**src/rtl/mem_arbiter_pkg.sv**
```systemverilog
`default_nettype none
// ============================================================================
// Package : mem_arb_pkg
// Brief   : Shared types and requester ids for the memory arbiter.
// Rev     : 1.0  initial release
// ============================================================================
package mem_arb_pkg;

    // Sequencer states for one memory access
    typedef enum logic [1:0] {
        IDLE  = 2'd0,
        ISSUE = 2'd1,
        RESP  = 2'd2
    } state_t;

    // Requester identifiers used for grant id and last-grant pointer
    localparam logic REQ_FETCH = 1'b0;
    localparam logic REQ_DATA  = 1'b1;

endpackage : mem_arb_pkg
`default_nettype wire

```
**src/rtl/mem_arbiter_arb2_pick.sv**
```systemverilog
`default_nettype none
// ============================================================================
// Module  : arb2_pick
// Brief   : Combinational two-way picker. With MEM_ARB_RR_EN defined a tie is
//           broken in favour of the requester not granted last; otherwise
//           data always beats fetch.
// Rev     : 1.0  initial release
// ============================================================================
module arb2_pick
    import mem_arb_pkg::*;
(
    input  logic elig_f,
    input  logic elig_d,
    input  logic last,
    output logic valid,
    output logic id
);

`ifndef MEM_ARB_RR_EN
    // Fixed priority ignores the pointer
    logic unused_last;
    assign unused_last = last;
`endif

    // Pick a winner among the eligible requesters
    always_comb begin
        valid = elig_f | elig_d;
`ifdef MEM_ARB_RR_EN
        if (elig_f && elig_d)
            id = (last == REQ_FETCH) ? REQ_DATA : REQ_FETCH;
        else
            id = elig_d ? REQ_DATA : REQ_FETCH;
`else
        id = elig_d ? REQ_DATA : REQ_FETCH;
`endif
    end

endmodule : arb2_pick
`default_nettype wire

```
**src/rtl/mem_arbiter.sv**
```systemverilog
`default_nettype none
// ============================================================================
// Module  : mem_arbiter
// Brief   : Shares a single-port synchronous memory between instruction fetch
//           (read-only) and load/store (read/write). One access per two
//           cycles; ack with read data in the cycle after the memory samples.
//           Optional round-robin arbitration via MEM_ARB_RR_EN.
// Rev     : 1.0  initial release
// ============================================================================
module mem_arbiter
    import mem_arb_pkg::*;
#(
    parameter int W = 32,
    parameter int D = 8
) (
    input  logic         i_clk,
    input  logic         i_rst_n,
    input  logic         i_f_req,
    input  logic [D-1:0] i_f_addr,
    output logic         o_f_ack,
    input  logic         i_d_req,
    input  logic         i_d_we,
    input  logic [D-1:0] i_d_addr,
    input  logic [W-1:0] i_d_wdata,
    output logic         o_d_ack,
    output logic [W-1:0] o_rdata,
    output logic [D-1:0] o_mem_addr,
    output logic [W-1:0] o_mem_data,
    output logic         o_mem_we,
    input  logic [W-1:0] i_mem_data
);

    state_t state;
    state_t state_nxt;
    logic   grant_id;
    logic   is_read;
    logic   last_grant;
    logic   elig_f;
    logic   elig_d;
    logic   pick_valid;
    logic   pick_id;

    // Eligibility: the requester being acked still holds req for the finished
    // transfer, so it must be masked in RESP to avoid a double service
    always_comb begin
        elig_f = 1'b0;
        elig_d = 1'b0;
        case (state)
            IDLE: begin
                elig_f = i_f_req;
                elig_d = i_d_req;
            end
            RESP: begin
                elig_f = i_f_req && (grant_id != REQ_FETCH);
                elig_d = i_d_req && (grant_id != REQ_DATA);
            end
            default: begin
                elig_f = 1'b0;
                elig_d = 1'b0;
            end
        endcase
    end

    arb2_pick u_pick (
        .elig_f (elig_f),
        .elig_d (elig_d),
        .last   (last_grant),
        .valid  (pick_valid),
        .id     (pick_id)
    );

    // Next-state logic; a grant (IDLE or RESP only) always leads to ISSUE
    always_comb begin
        state_nxt = state;
        case (state)
            IDLE:    state_nxt = pick_valid ? ISSUE : IDLE;
            ISSUE:   state_nxt = RESP;
            RESP:    state_nxt = pick_valid ? ISSUE : IDLE;
            default: state_nxt = IDLE;
        endcase
    end

    // State register
    always_ff @(posedge i_clk or negedge i_rst_n) begin
        if (!i_rst_n)
            state <= IDLE;
        else
            state <= state_nxt;
    end

`ifdef MEM_ARB_RR_EN
    // Last-grant pointer; starts at DATA so fetch wins the first tie
    always_ff @(posedge i_clk or negedge i_rst_n) begin
        if (!i_rst_n)
            last_grant <= REQ_DATA;
        else if (pick_valid)
            last_grant <= pick_id;
    end
`else
    assign last_grant = REQ_DATA;
`endif

    // Register the winner onto the memory port; write enable lasts one cycle
    always_ff @(posedge i_clk or negedge i_rst_n) begin
        if (!i_rst_n) begin
            grant_id   <= REQ_FETCH;
            is_read    <= 1'b0;
            o_mem_addr <= '0;
            o_mem_data <= '0;
            o_mem_we   <= 1'b0;
        end else if (pick_valid) begin
            grant_id <= pick_id;
            if (pick_id == REQ_DATA) begin
                o_mem_addr <= i_d_addr;
                o_mem_data <= i_d_wdata;
                o_mem_we   <= i_d_we;
                is_read    <= !i_d_we;
            end else begin
                o_mem_addr <= i_f_addr;
                o_mem_we   <= 1'b0;
                is_read    <= 1'b1;
            end
        end else begin
            o_mem_we <= 1'b0;
        end
    end

    // Acks and read data are valid only in RESP; write acks return zero
    always_comb begin
        o_f_ack = (state == RESP) && (grant_id == REQ_FETCH);
        o_d_ack = (state == RESP) && (grant_id == REQ_DATA);
        o_rdata = ((state == RESP) && is_read) ? i_mem_data : '0;
    end

endmodule : mem_arbiter
`default_nettype wire

```
**config.mk**
```make
export PLATFORM = sky130hd
export DESIGN_NAME = mem_arbiter
export DESIGN_NICKNAME = d
export VERILOG_FILES = /design/src/rtl/mem_arbiter_pkg.sv /design/src/rtl/mem_arbiter_arb2_pick.sv /design/src/rtl/mem_arbiter.sv
export SDC_FILE = /design/constraint.sdc
export NUM_CORES = 1
export LEC_CHECK = 0
export CAP_MARGIN = 20
export CORE_UTILIZATION = 33
export CTS_CLUSTER_DIAMETER = 60
export CTS_CLUSTER_SIZE = 28
export DETAILED_ROUTE_END_ITERATION = 10
export PLACE_DENSITY = 0.84
export REMOVE_ABC_BUFFERS = 1
export SETUP_SLACK_MARGIN = 0.4
export SYNTH_ARGS = -nofsm -noshare
export SYNTH_HDL_FRONTEND = slang
export SYNTH_SLANG_ARGS = --single-unit
```
**constraint.sdc**
```tcl
create_clock -name i_clk -period 1.9 [get_ports i_clk]
set_input_delay 0.38 -clock i_clk [delete_from_list [all_inputs] [get_ports i_clk]]
set_output_delay 0.38 -clock i_clk [all_outputs]
set_load 0.02 [all_outputs]
```
==> summary.txt, run 1 <==
Global routing
  – Number of antenna violations at the first check in global routing: 0
  – Most Used Layer, Global Route: met2
  – Maximum number of pins on one net before global-route repair: 20
  – Total global routing overflow: 0
  – Met1 track demand over resource in global routing: 23.9%
  – GR Util All Layers: 19.9%
  – Wire length of the first global-routing pass: 9470 microns
  – GR Layer Usage met2: 33.2%
  – GR met3 Demand/Resource: 4.91%
  – Via count of the first global-routing pass: 1890

Pwr
  – Sequential cell fraction of total power: 27.9%
  – Relative contribution of combinational cells to total power: 63.4%
  – Net switching component of the power: 2.29 mW
  – Pleak: 1.95 nW
  – Power density normalized to cell area: 1440 nW/um^2
  – Fraction of power spent switching nets: 37.7%
  – Fraction of power consumed by the clock network: 8.7%
  – Overall power: 6.07 mW
  – Int Power: 3.78 mW
  – Worst ir drop on vdd: 0.000790 V

Finish
  – Final std cells w/o fill: 411
  – Commonest cells after routing, fill and taps aside: 82 x sky130_fd_sc_hd__clkdlybuf4s50_1, 45 x sky130_fd_sc_hd__dfrtp_1, 42 x sky130_fd_sc_hd__dlygate4sd2_1, 35 x sky130_fd_sc_hd__buf_6, 19 x sky130_fd_sc_hd__and2_4
  – Fill cell total of the finished layout: 401
  – Register area: 1130 sq um
  – Utilization after layout: 74.8%
  – Multi-input logic area: 956 sq um
  – Antenna cell count: 0
  – Most common cell after layout, fill and taps aside: sky130_fd_sc_hd__clkdlybuf4s50_1
  – Proportion of layout cells with a drive suffix above 1: 37.8%
  – Net count reported at finish: 425
  – Synth-to-Final Area Change: 112%

Yosys
  – Sequential cell area fraction in the yosys report: 56.7%
  – Cell count after synthesis: 157
  – Flip-flop and latch count after synthesis: 45
  – Synthesized-area fraction occupied by ao, oa, aoi and oai cells: 4.03%
  – Post-synthesis simple-gate area fraction: 14.1%
  – Yosys warning total: 0
  – Total standard cell area after synthesis: 1990 sq um
  – Post-synthesis area per instance: 12.7 sq um
  – Synthesized-area fraction occupied by adder cells: 0%
  – Distinct cell type count of the synthesized netlist: 20
  – XOR/XNOR Fraction of Synth Area: 0%
  – Multiplexer share of the synthesized area: 22.2%
  – Largest family of logic cells by synthesized area: multiplexers

Detailed routing
  – Post-DR wirelength/cell: 15.9 microns
  – Final wirelength: 6560 microns
  – Detailed-route DRC error count: 0
  – First-pass detailed-route iteration total: 4
  – Per-cell via count in the routed design: 4.61
  – Number of nets still failing antenna checks after routing: 0
  – Total vias in the final route: 1896
  – Drt first-iter violations: 40

Die
  – Number of core rows: 27
  – Die area: 6340 sq um
  – Area of the core: 5640 sq um
  – DIE HEIGHT: 79.6 microns
  – Die width: 79.6 microns
  – Initial core utilization: 35.2%
  – # IOs: 160

Worst setup path
  – Setup crit end kind: primary output
  – Critical path's slowest cell: sky130_fd_sc_hd__dfrtp_1
  – Crit-path max FO: 16
  – Crit-path max cell delay: 0.40 ns
  – Ordered cell list for the critical path: nor3b_4 > buf_6 > buf_16 > and2_1 > buf_4
  – Crit start category: flop
  – Kind of cell with the highest combined delay on the critical path: buffers and inverters
  – Arrival time reported for the critical path endpoint: 1.45 ns
  – Worst setup path class: flop to primary output
  – Required @ worst endpoint: 1.52 ns
  – Critical path buffers and inverters: 3

Placement
  – Port Buffers: 159
  – Final weighted congestion in routability-driven placement: 0.754
  – HPWL after DPL: 4350 microns
  – Dpl cells: 387
  – Post-placement setup slack: -0.0766 ns

Clocking
  – Maximum root-to-sink buffer count: 2
  – Insertion delay of the later-clocked pin in the worst-skew pair: 0.29 ns
  – CTS tree: done
  – # clock sinks: 45
  – Number of levels in the clock H-tree: 2
  – Clock input transition at the sequential cells of the worst setup and hold paths: 0.08 ns
  – Num CTS Buffers: 5
  – Cell chosen for the clock root: sky130_fd_sc_hd__clkbuf_8

Timing
  – Worst-case headroom to the max-slew limit: 70.7%
  – Setup Skew: 0.0131 ns
  – Setup Viol. Count Final: 0
  – Slack of the critical path: 0.0718 ns
  – Max Freq: 547 MHz
  – Final slew viol count: 0
  – Period minus WS final: 1.83 ns
  – Setup tns final: 0 ns
  – Final worst path period share: 96.2%
  – Final hold violation count: 0
  – Unrepaired setup endpoints after global routing: true
  – Transition at the pin with the smallest max-transition slack: 0.440 ns

Outcome
  – Result of the run: completed

Worst hold path
  – Path class of the lowest-slack min-delay path: primary input to async pin

Job
  – Max-capacitance violation count: 0
## cells by family after synthesis
kind of cell	Yosys count
buffers and inverters	12
and+or+nand+nor	47
muxes	40
DFF	45
AOI/OAI and AO/OA	13
## through the flow
| stage | area [sq um] | hold WS, ns |
|---|---|---|
| 6_report | 4220 | 0.0179 |
| 5_1_grt | 4220 | 0.0424 |
| 4_1_cts | 4040 | 0.0255 |
| 3_5_place_dp | 3710 | 0.345 |
| 3_3_place_gp | 3710 | 0.331 |
| 2_1_floorplan | 1940 | 0.0844 |
## cell type report
class	instances	area share, %
clock inverter	1	0.119
clock buffer	5	1.63
multi-input combinational	100	22.7
sequential	45	26.7
timing repair buffer	185	46.5
inverter	3	0.267
tap	72	2.14
## power groups by stage
stage          clock (mW)  sequential (mW)  combinational (mW)
6_report            0.528             1.69                3.85
5_1_grt             0.583             1.76                4.05
4_1_cts             0.547             1.69                3.56
3_5_place_dp            0             1.71                3.29
3_3_place_gp            0             1.68                3.23
2_1_floorplan           0             2.24                1.04
## synthesized netlist by cell type
cell | number | area [sq um]
sky130_fd_sc_hd__dfrtp_1 | 45 | 1130
sky130_fd_sc_hd__and2_1 | 33 | 206
sky130_fd_sc_hd__mux2_2 | 32 | 360
sky130_fd_sc_hd__mux2i_1 | 8 | 80.1
sky130_fd_sc_hd__nand2_1 | 8 | 30.0
sky130_fd_sc_hd__o21ai_1 | 8 | 40.0
sky130_fd_sc_hd__clkbuf_1 | 4 | 15.0
sky130_fd_sc_hd__buf_2 | 3 | 15.0
sky130_fd_sc_hd__inv_1 | 3 | 11.3
sky130_fd_sc_hd__nor3b_1 | 2 | 15.0
sky130_fd_sc_hd__o21ai_0 | 2 | 10.0
sky130_fd_sc_hd__a21bo_1 | 1 | 10.0
sky130_fd_sc_hd__a21oi_2 | 1 | 8.76
sky130_fd_sc_hd__a221o_2 | 1 | 11.3
sky130_fd_sc_hd__and2b_2 | 1 | 8.76
sky130_fd_sc_hd__and3b_2 | 1 | 10.0
sky130_fd_sc_hd__buf_4 | 1 | 7.51
sky130_fd_sc_hd__buf_6 | 1 | 11.3
sky130_fd_sc_hd__nor2_1 | 1 | 3.75
sky130_fd_sc_hd__nor2_2 | 1 | 6.26
## routing by layer
metal,part of all wire [%],vias to the layer above
li1,-,890
met1,39,904
met2,52,88
met3,5.7,14
met4,2.9,0
met5,0,-
## final timing paths
path	slack [ns]	from	cells past startpoint	end
setup / recovery	0.07	state[0]$_DFF_PN0_	5	o_rdata[0]
min in group i_clk	0.48	o_mem_addr[0]$_DFFE_PN0P_	2	o_mem_addr[0]$_DFFE_PN0P_
setup reg to reg	0.17	state[0]$_DFF_PN0_	8	o_mem_data[28]$_DFFE_PN0P_
max in group asynchronous	1.31	i_rst_n	2	o_mem_data[0]$_DFFE_PN0P_
hold / removal	0.02	i_rst_n	1	o_mem_data[3]$_DFFE_PN0P_
hold reg to reg	0.48	o_mem_addr[0]$_DFFE_PN0P_	2	o_mem_addr[0]$_DFFE_PN0P_
## state kept, by name, indices dropped and copies added (netlist names)
register,count
grant_id,1
is_read,1
o_mem_addr,8
o_mem_data,32
o_mem_we,1
state,2
## timing repair
item,CTS,global route
cloned,5,3
setup buffers,7,3
resized for setup,270,24
pin swaps,5,3
hold buffers,0,0
setup endpoints to repair,117,74
(Power assumes the default switching activity.)
==> run 2: changes to the inputs <==
--- a/config.mk
+++ b/config.mk
@@ -6,11 +6,13 @@
 export NUM_CORES = 1
 export LEC_CHECK = 0
 export CAP_MARGIN = 20
-export CORE_UTILIZATION = 33
+export CORE_UTILIZATION = 35
 export CTS_CLUSTER_DIAMETER = 60
 export CTS_CLUSTER_SIZE = 28
 export DETAILED_ROUTE_END_ITERATION = 10
-export PLACE_DENSITY = 0.84
+export DONT_BUFFER_PORTS = 1
+export GPL_ROUTABILITY_DRIVEN = 0
+export PLACE_DENSITY = 0.52
 export REMOVE_ABC_BUFFERS = 1
 export SETUP_SLACK_MARGIN = 0.4
 export SYNTH_ARGS = -nofsm -noshare
==> run 2 against run 1 <==
  * Utilization is 22 points lower
  * Highest routed layer unchanged
  * Critical path depth decreased by 2
  * Setup slack better by 0.048 ns
  * Critical path type unchanged
  * Combinational power decreased by 35%
  * First-iteration DRC count shrank 20%
  * Sequential cell count stayed put
  * Sequential share of layout area is 12 points higher
  * Count of clock-buffer cells in the layout increased by 1
  * Final area shrank 32%
  * Global-route usage shrank 2.2 points
==> summary.txt, run 2 (synthesized netlist as in run 1, its figures left out) <==
Outcome
  – Result of the run: completed

Global routing
  – Met1 track demand over resource in global routing: 22.5% (-1.4 points)
  – Via count of the first global-routing pass: 1417 (-25%)
  – GR Util All Layers: 17.7% (-2.2 points)
  – GR met3 Demand/Resource: 6.35% (+1.4 points)
  – Wire length of the first global-routing pass: 7990 microns (-16%)
  – Most Used Layer, Global Route: met2
  – Number of antenna violations at the first check in global routing: 0 (unchanged)
  – Maximum number of pins on one net before global-route repair: 46 (+130%)
  – GR Layer Usage met2: 29.3% (-4.0 points)
  – Total global routing overflow: 0 (unchanged)

Finish
  – Final std cells w/o fill: 261 (-36%)
  – Utilization after layout: 52.7% (-22 points)
  – Fill cell total of the finished layout: 486 (+21%)
  – Net count reported at finish: 273 (-36%)
  – Commonest cells after routing, fill and taps aside: 43 x sky130_fd_sc_hd__dfrtp_1, 32 x sky130_fd_sc_hd__mux2_4, 22 x sky130_fd_sc_hd__and2_2, 12 x sky130_fd_sc_hd__buf_6, 11 x sky130_fd_sc_hd__and2_4
  – Biggest registers after layout: o_mem_data x32, o_mem_addr x8, state x2
  – Antenna cell count: 0 (unchanged)
  – Reg with most FFs: o_mem_data
  – Most common cell after layout, fill and taps aside: sky130_fd_sc_hd__dfrtp_1
  – Flip-flop count of the largest register after layout: 32 (unchanged)
  – Proportion of layout cells with a drive suffix above 1: 61.9% (+24 points)
  – Synth-to-Final Area Change: 45.2%

Pwr
  – Sequential cell fraction of total power: 42.3% (+14 points)
  – Net switching component of the power: 2.24 mW (-2.0%)
  – Fraction of power spent switching nets: 40.1% (+2.4 points)
  – Worst ir drop on vdd: 0.000761 V (-3.7%)
  – Power density normalized to cell area: 1940 nW/um^2 (+35%)
  – Int Power: 3.35 mW (-11%)
  – Pleak: 1.32 nW (-33%)
  – Relative contribution of combinational cells to total power: 44.4% (-19 points)
  – Fraction of power consumed by the clock network: 13.3% (+4.6 points)

Worst setup path
  – Required @ worst endpoint: 1.52 ns (about the same)
  – Worst setup path class: flop to primary output
  – Arrival time reported for the critical path endpoint: 1.40 ns (-0.05 ns)
  – Crit-path max FO: 8 (-8)
  – Crit start category: flop
  – Setup crit end kind: primary output

Detailed routing
  – Number of nets still failing antenna checks after routing: 0 (unchanged)
  – Drt first-iter violations: 32 (-20%)
  – First-pass detailed-route iteration total: 4 (unchanged)
  – Per-cell via count in the routed design: 5.26 (+14%)
  – Final wirelength: 5660 microns (-14%)
  – Post-DR wirelength/cell: 21.7 microns (+36%)
  – Total vias in the final route: 1372 (-28%)
  – Detailed-route DRC error count: 0 (unchanged)

Die
  – Die area: 5980 sq um (-5.6%)
  – # IOs: 160 (unchanged)
  – Initial core utilization: 36.3% (+1.1 points)
  – DIE HEIGHT: 77.3 microns (-2.8%)
  – Die width: 77.3 microns (-2.8%)
  – Area of the core: 5470 sq um (-3.0%)
  – Number of core rows: 27 (unchanged)

Clocking
  – Clock input transition at the sequential cells of the worst setup and hold paths: 0.09 ns (about the same)
  – # clock sinks: 45 (unchanged)
  – Insertion delay of the later-clocked pin in the worst-skew pair: 0.29 ns (about the same)
  – Cell chosen for the clock root: sky130_fd_sc_hd__clkbuf_8
  – Number of levels in the clock H-tree: 2 (unchanged)
  – Num CTS Buffers: 5 (unchanged)
  – CTS tree: done
  – Maximum root-to-sink buffer count: 2 (unchanged)

Timing
  – Post-route worst hold slack: 0.227 ns (+0.209 ns)
  – Final slew viol count: 0 (unchanged)
  – Final hold violation count: 0 (unchanged)
  – Final worst path period share: 93.7% (-2.5 points)
  – Setup Skew: 0.0107 ns (-0.00241 ns)
  – Unrepaired setup endpoints after global routing: true
  – Setup Viol. Count Final: 0 (unchanged)
  – Worst-case headroom to the max-slew limit: 79.3% (+8.6 points)
  – Max Freq: 562 MHz (+2.7%)
  – Transition at the pin with the smallest max-transition slack: 0.309 ns (-0.131 ns)
  – Period minus WS final: 1.78 ns (-0.0478 ns)

Worst hold path
  – Path class of the lowest-slack min-delay path: primary input to flop

Placement
  – Port Buffers: 0 (-100%)
  – Dpl cells: 224 (-42%)
  – HPWL after DPL: 3140 microns (-28%)

Job
  – Max-capacitance violation count: 0 (unchanged)
[run 2: changes by cell type in the layout (fill, tap and decap cells not counted), moves of 2 or more]
cell | previous run | this run
sky130_fd_sc_hd__a221o_2 | 0 | 2
sky130_fd_sc_hd__and2_1 | 14 | 0
sky130_fd_sc_hd__and2_2 | 0 | 22
sky130_fd_sc_hd__and2_4 | 19 | 11
sky130_fd_sc_hd__buf_4 | 14 | 5
sky130_fd_sc_hd__buf_6 | 35 | 12
sky130_fd_sc_hd__clkdlybuf4s50_1 | 82 | 0
sky130_fd_sc_hd__dfrtp_1 | 45 | 43
sky130_fd_sc_hd__dfrtp_2 | 0 | 2
sky130_fd_sc_hd__dlygate4sd2_1 | 42 | 0
sky130_fd_sc_hd__mux2_2 | 17 | 0
sky130_fd_sc_hd__mux2_4 | 15 | 32
sky130_fd_sc_hd__mux2i_2 | 2 | 0
[run 2: cell type report]
cell class	count	area, sq um	share of cell area (%)
multi-input combinational	103	1070	37.0
clock inverter	2	37.5	1.30
inverter	3	11.3	0.390
clock buffer	6	82.6	2.86
timing repair buffer	30	468	16.2
tap	72	90.1	3.12
sequential	45	1130	39.1
[run 2: final timing paths]
path | start | end | slack, ns | cells after the start
setup / recovery | state[0]$_DFF_PN0_ | o_rdata[20] | 0.12 | 3
max in group asynchronous | i_rst_n | state[0]$_DFF_PN0_ | 1.11 | 2
hold reg to reg | is_read$_DFFE_PN0P_ | is_read$_DFFE_PN0P_ | 0.53 | 2
min in group asynchronous | i_rst_n | o_mem_data[19]$_DFFE_PN0P_ | 0.59 | 2
hold / removal | i_d_wdata[8] | o_mem_data[8]$_DFFE_PN0P_ | 0.23 | 1
setup reg to reg | state[1]$_DFF_PN0_ | o_mem_data[4]$_DFFE_PN0P_ | 0.23 | 7
[run 2: stage by stage]
stage,power (mW),cell area [sq um],setup WS [ns],TNS [ns]
after global routing,5.87,2890,0.0697,0
final,5.60,2890,0.120,0
after CTS,5.22,2700,0.128,0
after floorplan,3.29,1940,-0.445,-29.83
after global placement,3.57,2080,0.357,0
after detailed placement,3.63,2080,0.316,0
[run 2: power groups by stage]
| stage | clock network, mW | registers [mW] | logic [mW] |
|---|---|---|---|
| after detailed placement | 0 | 2.36 | 1.27 |
| final | 0.742 | 2.37 | 2.49 |
| after CTS | 0.769 | 2.34 | 2.11 |
| after global routing | 0.806 | 2.41 | 2.65 |
| after floorplan | 0 | 2.24 | 1.04 |
| after global placement | 0 | 2.35 | 1.22 |
[run 2: per-layer routing]
| metal | part of all wire (%) | up-vias |
|---|---|---|
| met4 | 0.51 | 0 |
| met2 | 51 | 92 |
| li1 | - | 606 |
| met1 | 40 | 670 |
| met3 | 8.7 | 4 |
| met5 | 0 | - |
[run 2: timing repair]
item | 4_1_cts | 5_1_grt
endpoints found under the setup margin | 54 | 75
pin swaps | 9 | 12
hold endpoints to repair | 45 | 0
buffers inserted | 12 | 4
gates cloned | 9 | 2
gates resized for setup | 74 | 37
hold buffers | 2 | 0
[run 2: worst max-delay path, cell delays in order (launching register included)]
cell                      delay, ns
sky130_fd_sc_hd__dfrtp_2       0.43
sky130_fd_sc_hd__nor3b_4       0.26
sky130_fd_sc_hd__buf_4         0.20
sky130_fd_sc_hd__and2_2        0.22
